<file path="config.mk">
export PLATFORM = sky130hd
export DESIGN_NAME = perf_counter_ctrl
export DESIGN_NICKNAME = d
export VERILOG_FILES = /design/src/rtl/perf_counter_ctrl.sv
export SDC_FILE = /design/constraint.sdc
export NUM_CORES = 1
export LEC_CHECK = 0
export CORE_ASPECT_RATIO = 0.6
export CORE_UTILIZATION = 45
export DETAILED_ROUTE_END_ITERATION = 8
export GPL_ROUTABILITY_DRIVEN = 0
export GPL_TIMING_DRIVEN = 1
export PLACE_DENSITY = 0.75
export SYNTH_ARGS = -nofsm -noshare
export SYNTH_HDL_FRONTEND = slang
export SYNTH_SLANG_ARGS = --single-unit
</file>
<file path="constraint.sdc">
create_clock -name clk -period 3.01 [get_ports clk]
set_clock_uncertainty 0.1 [all_clocks]
set_input_delay 0.301 -clock clk [delete_from_list [all_inputs] [get_ports clk]]
set_output_delay 0.301 -clock clk [all_outputs]
set_load 0.05 [all_outputs]
</file>
<file path="src/rtl/perf_counter_ctrl.sv">
// ============================================================================
// Module   : perf_counter_ctrl
// Purpose  : Performance counter bank with per-counter clear, clear-all sweep,
//            freeze and atomic snapshot. Optional macro PERF_CTR_SAT_EN makes
//            counters saturate instead of wrapping.
// Revision : 1.0  initial release
// ============================================================================
`default_nettype none

module perf_counter_ctrl #(
    parameter int NUM_CTRS = 9,
    parameter int WIDTH    = 16
) (
    input  logic                      clk,
    input  logic                      rst,
    input  logic [NUM_CTRS-1:0]       event_inc,
    input  logic [NUM_CTRS-1:0]       clear_req,
    input  logic                      clear_all,
    input  logic                      freeze,
    input  logic                      snap_req,
    output logic [NUM_CTRS*WIDTH-1:0] count_out,
    output logic [NUM_CTRS*WIDTH-1:0] snap_out,
    output logic                      snap_valid,
    output logic [NUM_CTRS-1:0]       ovf,
    output logic                      busy
);

    localparam int                IDX_W      = (NUM_CTRS > 1) ? $clog2(NUM_CTRS) : 1;
    localparam logic [IDX_W-1:0]  c_LAST_IDX = IDX_W'(NUM_CTRS - 1);
    localparam logic [WIDTH-1:0]  c_MAX      = {WIDTH{1'b1}};
    localparam logic [0:0]        c_IDLE     = 1'b0;
    localparam logic [0:0]        c_SWEEP    = 1'b1;

    logic [0:0]          r_state;
    logic [0:0]          w_state_nxt;
    logic [IDX_W-1:0]    r_idx;
    logic [IDX_W-1:0]    w_idx_nxt;
    logic [NUM_CTRS-1:0] w_sweep_clr;
    logic                r_snap_valid;

    always_ff @(posedge clk) begin
        if (rst) begin
            r_state <= c_IDLE;
            r_idx   <= '0;
        end else begin
            r_state <= w_state_nxt;
            r_idx   <= w_idx_nxt;
        end
    end

    // clear_all is only honoured from IDLE, so a request mid-sweep never restarts it
    always_comb begin
        w_state_nxt = r_state;
        w_idx_nxt   = r_idx;
        case (r_state)
            c_IDLE: begin
                if (clear_all) begin
                    w_state_nxt = c_SWEEP;
                    w_idx_nxt   = '0;
                end
            end
            c_SWEEP: begin
                if (r_idx == c_LAST_IDX) begin
                    w_state_nxt = c_IDLE;
                    w_idx_nxt   = '0;
                end else begin
                    w_idx_nxt   = r_idx + 1'b1;
                end
            end
            default: begin
                w_state_nxt = c_IDLE;
                w_idx_nxt   = '0;
            end
        endcase
    end

    always_comb begin
        busy        = (r_state == c_SWEEP);
        w_sweep_clr = '0;
        for (int i = 0; i < NUM_CTRS; i++) begin
            w_sweep_clr[i] = (r_state == c_SWEEP) && (r_idx == IDX_W'(i));
        end
    end

    always_ff @(posedge clk) begin
        if (rst) begin
            r_snap_valid <= 1'b0;
        end else begin
            r_snap_valid <= snap_req;
        end
    end

    assign snap_valid = r_snap_valid;

    generate
        for (genvar g = 0; g < NUM_CTRS; g++) begin : g_ctr
            logic [WIDTH-1:0] r_cnt;
            logic [WIDTH-1:0] r_snap;
            logic             r_ovf;

            always_ff @(posedge clk) begin
                if (rst) begin
                    r_cnt <= '0;
                    r_ovf <= 1'b0;
                end else if (w_sweep_clr[g] || clear_req[g]) begin
                    r_cnt <= '0;
                    r_ovf <= 1'b0;
                end else if (!freeze && event_inc[g]) begin
                    if (r_cnt == c_MAX) begin
                        r_ovf <= 1'b1;
                    end
`ifdef PERF_CTR_SAT_EN
                    if (r_cnt != c_MAX) begin
                        r_cnt <= r_cnt + 1'b1;
                    end
`else
                    r_cnt <= r_cnt + 1'b1;
`endif
                end
            end

            // Snapshot captures pre-update values and ignores every kind of clear
            always_ff @(posedge clk) begin
                if (rst) begin
                    r_snap <= '0;
                end else if (snap_req) begin
                    r_snap <= r_cnt;
                end
            end

            assign count_out[g*WIDTH +: WIDTH] = r_cnt;
            assign snap_out[g*WIDTH +: WIDTH]  = r_snap;
            assign ovf[g]                      = r_ovf;
        end
    endgenerate

endmodule

`default_nettype wire

</file>
### Word level (Yosys, flattened, before mapping)

Cells that the tools add are included.

* input port bits: 23
* bits in registers: 303
* logic and storage cells: 112

* bitwise logic cells: 1
* add/sub/neg operators: 10
* reduce and logical (&&, ||, !) cells: 47
* multiplexer cells: 6
* eq/ne operators: 18

Operators by type and width (count)
* adder 16 x 1 -> 16 bit, second input constant: 9
* equality test 16 bit, second input constant: 9
* logical AND 1 bit: 18
* AND reduction 2 bit: 9
* OR reduction 2 bit: 9
* equality test 4 x 3 -> 1 bit, second input constant: 4
* logical OR 1 bit: 9
* equality test 4 x 2 -> 1 bit, second input constant: 2
* two-way mux 4 bit: 2
* case mux 4 bit (2 select lines): 1
* adder 4 x 1 -> 4 bit, second input constant: 1
* equality test 4 x 1 -> 1 bit, second input constant: 1
* equality test 4 bit, second input constant: 1
* zero test 4 bit: 1
* two-way mux 1 bit: 2
* inequality test 2 bit, second input constant: 1
* case mux 1 bit (2 select lines): 1
* zero test 1 bit: 1
* NOT 1 bit: 1

### Logic depth before layout (Yosys ltp)

Gate-level depths: netlist of the first run.

* depth in word-level cells: 4
* depth in mapped cells: 8
* depth with buffers taken out: 6

### Worst setup path after synthesis of the first run

OpenSTA, ideal clock, no wires.

* kind: reg2reg
* from: reg g_ctr[0].r_cnt[3]
* to: reg g_ctr[0].r_cnt[13]
* buffers on the path: 0
* cell stages (with the launch flop): 5
* setup time: 0.121 ns
* slack: 0.869 ns
* arrival: 1.920 ns
* clock period less this slack: 2.141 ns
* data required time: 2.789 ns
* path through: dfxtp_1 -> nand4_1 -> nor4_2 -> nand4_1 -> mux2_2

* word-level cells in the longest chain between the ends: 1

RTL lines
* start: declaration: RTL line 97 `logic [WIDTH-1:0] r_cnt;`
* start signal: assignment: RTL line 117 `r_cnt <= r_cnt + 1'b1;`
* adder 16 x 1 -> 16 bit: RTL line 117

No other way between the ends.
A chain may end at the register's enable or synchronous reset.

### Worst setup path after layout of the first run

* from: reg r_state, in the netlist busy
* to: out busy

RTL lines
* start: declaration: RTL line 34 `logic [0:0] r_state;`
* start signal: assignment: RTL line 43 `r_state <= c_IDLE;`
* start signal: assignment: RTL line 46 `r_state <= w_state_nxt;`
* end: declaration: RTL line 25 `output logic busy`

No word-level cell between the ends.

==> results.cfg, run 1 <==
[logic_synthesis]
synth_edf_count = 0
yosys-top-cells-area = dfxtp_1 (49%), mux2i_1 (12%), nor2_1 (8.1%), xor2_1 (4.8%), nand4_1 (2.4%)
synth_area_sq_mm = 0.0123
syn_avg_cell_area_sq_um = 9.53
seq_area_frac_synth = 0.494
synth.top_cell.area_share = 0.494
syn_nets = 1323
yosysWarningCount = 0
synth_common_cells = dfxtp_1 (303), nor2_1 (264), mux2i_1 (153), xor2_1 (67), nand4_1 (47)
ys_types = 48
synthArstFlopShare = 0
synth-seq-cells = 303
post-synth-top-area-cell = dfxtp_1
syn_inst = 1287
synthFlopType = dfxtp_1
post-synth-top-count-cell = dfxtp_1

[critical_path]
crit_start = busy
criticalPathCategory = reg -> out
max_stage_delay_ns = 0.98
regToRegEndpoint = g_ctr[2].r_cnt[12]
r2r_slack_ns = 0.68
reg2regPathDepth = 6
end_kind = output pin
path_cells = clkdlybuf4s50_1
critPathBufInv = 1
r2r_start = r_idx[0]
cp-endpoint = busy
crit_fanout = 19
arrival_ns = 2.20
cp_num_cells = 1
required_ns = 2.61
slowest_stage = clkdlybuf4s50_1
critPathTopFamily = buffers and inverters
cp-start-kind = flip-flop

[run]
cap_viol_max_count = 0

[clocking]
cts_max_path_buffers = 3
cts_made_buffers = 29
htreeDepth = 1
root_buffer = clkbuf_16
cts.sinks = 303
path_clk_slew_ns = 0.06
post-cts-setup-buffer-count = 0
cts-resized-gates = 0
clkLatencyLatePin_ns = 0.55
cts_tree = yes
cts_hold_buf = 0

[die]
fp.coreArea_sq_mm = 0.0266
die_width_um = 215
start_util = 0.461
floorplan.io_pins = 322
dieArea_sq_mm = 0.0279
die_y_um = 130
num_rows = 46

[global_route]
grt_max_degree = 60
grt_pass1_wl_mm = 52.1
grt_pass1_vias = 9480
antenna_found_initial = 1
grt_util_all_layers = 0.229
gr-total-overflow = 0

[routing]
vias = 10300
drt_iter0_markers = 548
viasPerCell = 5.26
detail_route.wl_per_cell_um = 17.2
dr.pass1.iters = 5
routed_wl_mm = 33.6
drc = 0
postRouteAntennaNets = 0

[cells_and_area]
final_cell_count_no_fill = 1956
synthToLayoutAreaGrowth_pct = 36.5
fin_nets = 1609
layout-drive-gt1-share = 0.0439
fillCellCount = 2238

[place]
dp.cells = 1902
dp.final_hpwl_mm = 23.9
port_buffers = 321

[timing]
period_needed_ns = 2.60
slew_headroom = 0.454
worst_slew_pin_slew_ns = 0.819
setup_tns_ns = 0
hold_viol = 0
rsz0062_at_grt = no
setup_viol = 0
fmax_mhz = 384
slew_viol_final = 0
min_period_over_period = 0.865

[power]
p_leak_nw = 6.16
p_per_area_mw_per_mm2 = 500
peakVddDrop_v = 0.000356

[outcome]
status = completed

[min_path]
hold_class = in -> reg
worst register-to-register path, cell delays in order, from the launching register on:
cell      delay (ns)
dfxtp_1         0.41
inv_1           0.11
ha_1            0.24
and4bb_1        0.23
or3_1           0.56
or4_1           0.57
nand2_1         0.07
report_power, final:
| part | switching [mW] | internal [mW] |
|---|---|---|
| Combinational | 0.203 | 0.120 |
| Sequential | 0.0186 | 4.02 |
| Clock | 1.58 | 2.42 |
| Total | 1.81 | 6.56 |
stage by stage:
stage | utilization | setup slack [ns] | hold WS [ns] | instance area, sq um | total power, mW
2_1_floorplan | - | 0.869 | 0.338 | 12300 | 4.35
3_3_place_gp | 0.590 | 0.656 | 0.350 | 15700 | 4.45
3_5_place_dp | 0.590 | 0.603 | 0.357 | 15700 | 4.45
4_1_cts | 0.630 | 0.374 | 0.0574 | 16700 | 8.45
5_1_grt | 0.630 | 0.288 | 0.0668 | 16700 | 8.63
6_report | 0.630 | 0.406 | 0.0621 | 16700 | 8.37
area by class of cell:
type	count	area [sq um]	area share
diodes	1	2.50	0.000149
clock buffers	37	816	0.0487
multi-input cells	891	5800	0.346
well taps	360	450	0.0269
repair buffers	329	3300	0.197
flip-flops and latches	303	6070	0.362
clock inverters	16	238	0.0142
inverters	19	71.3	0.00426
logic make-up (layout without fill, tap and decap cells):
kind of cell               Yosys count  in the layout  synth area share
and+or+nand+nor                    532            532             0.218
DFF                                303            303             0.494
muxes                              154            154             0.126
AOI/OAI and AO/OA                   96             96            0.0475
xor gates and xnor gates            96             96            0.0685
buffers and inverters               93            401            0.0327
adders and majority gates           13             13            0.0133
other                                0              1                 0
cell usage in the layout, fill, tap and decap left out, types with 12 or more instances in the layout:
cell type        count
or3_1               24
clkdlybuf4s50_1    319
and4b_1             18
inv_1               19
and4_1              18
ha_1                13
mux2i_1            153
nand4_1             47
nor2_1             264
nand2_1             41
xor2_1              67
a21oi_1             42
or4_1               14
clkbuf_16           29
o21ai_0             22
o31ai_1             12
dfxtp_1            303
nand3_1             41
xnor2_1             29
nor3_1              14
how the worst min path moves through the flow:
stage                         startpoint                  to  slack, ns  cells past startpoint
final                                rst  g_ctr[0].r_snap[0]       0.06                      2
after detailed placement  g_ctr[7].r_ovf      g_ctr[7].r_ovf       0.36                      1
after global routing                 rst  g_ctr[0].r_snap[7]       0.07                      2
after CTS                            rst  g_ctr[0].r_snap[7]       0.06                      2
after global placement    g_ctr[7].r_ovf      g_ctr[7].r_ovf       0.35                      1
after floorplan           g_ctr[5].r_ovf      g_ctr[5].r_ovf       0.34                      2
registers in the layout (all words and copies together), names as in the netlist:
| signal | flops |
|---|---|
| snap_valid | 1 |
| busy | 1 |
| g_ctr.r_snap | 144 |
| g_ctr.r_cnt | 144 |
| g_ctr.r_ovf | 9 |
| r_idx | 4 |
routing by layer:
metal / track usage / part of all wire
met2: 0.364 / 0.44
met4: 0.0371 / 0.011
met3: 0.0597 / 0.064
met1: 0.318 / 0.48
met5: 0 / 0
Note: power is estimated with default switching activity, not from simulation.
==> run 2, diff against run 1 <==
--- a/config.mk
+++ b/config.mk
@@ -6,6 +6,7 @@
 export NUM_CORES = 1
 export LEC_CHECK = 0
 export CORE_ASPECT_RATIO = 0.6
+export CORE_MARGIN = 1
 export CORE_UTILIZATION = 45
 export DETAILED_ROUTE_END_ITERATION = 8
 export GPL_ROUTABILITY_DRIVEN = 0
==> results of run 2 <==
The final DEF is identical to that of run 1; final timing and power are the same.
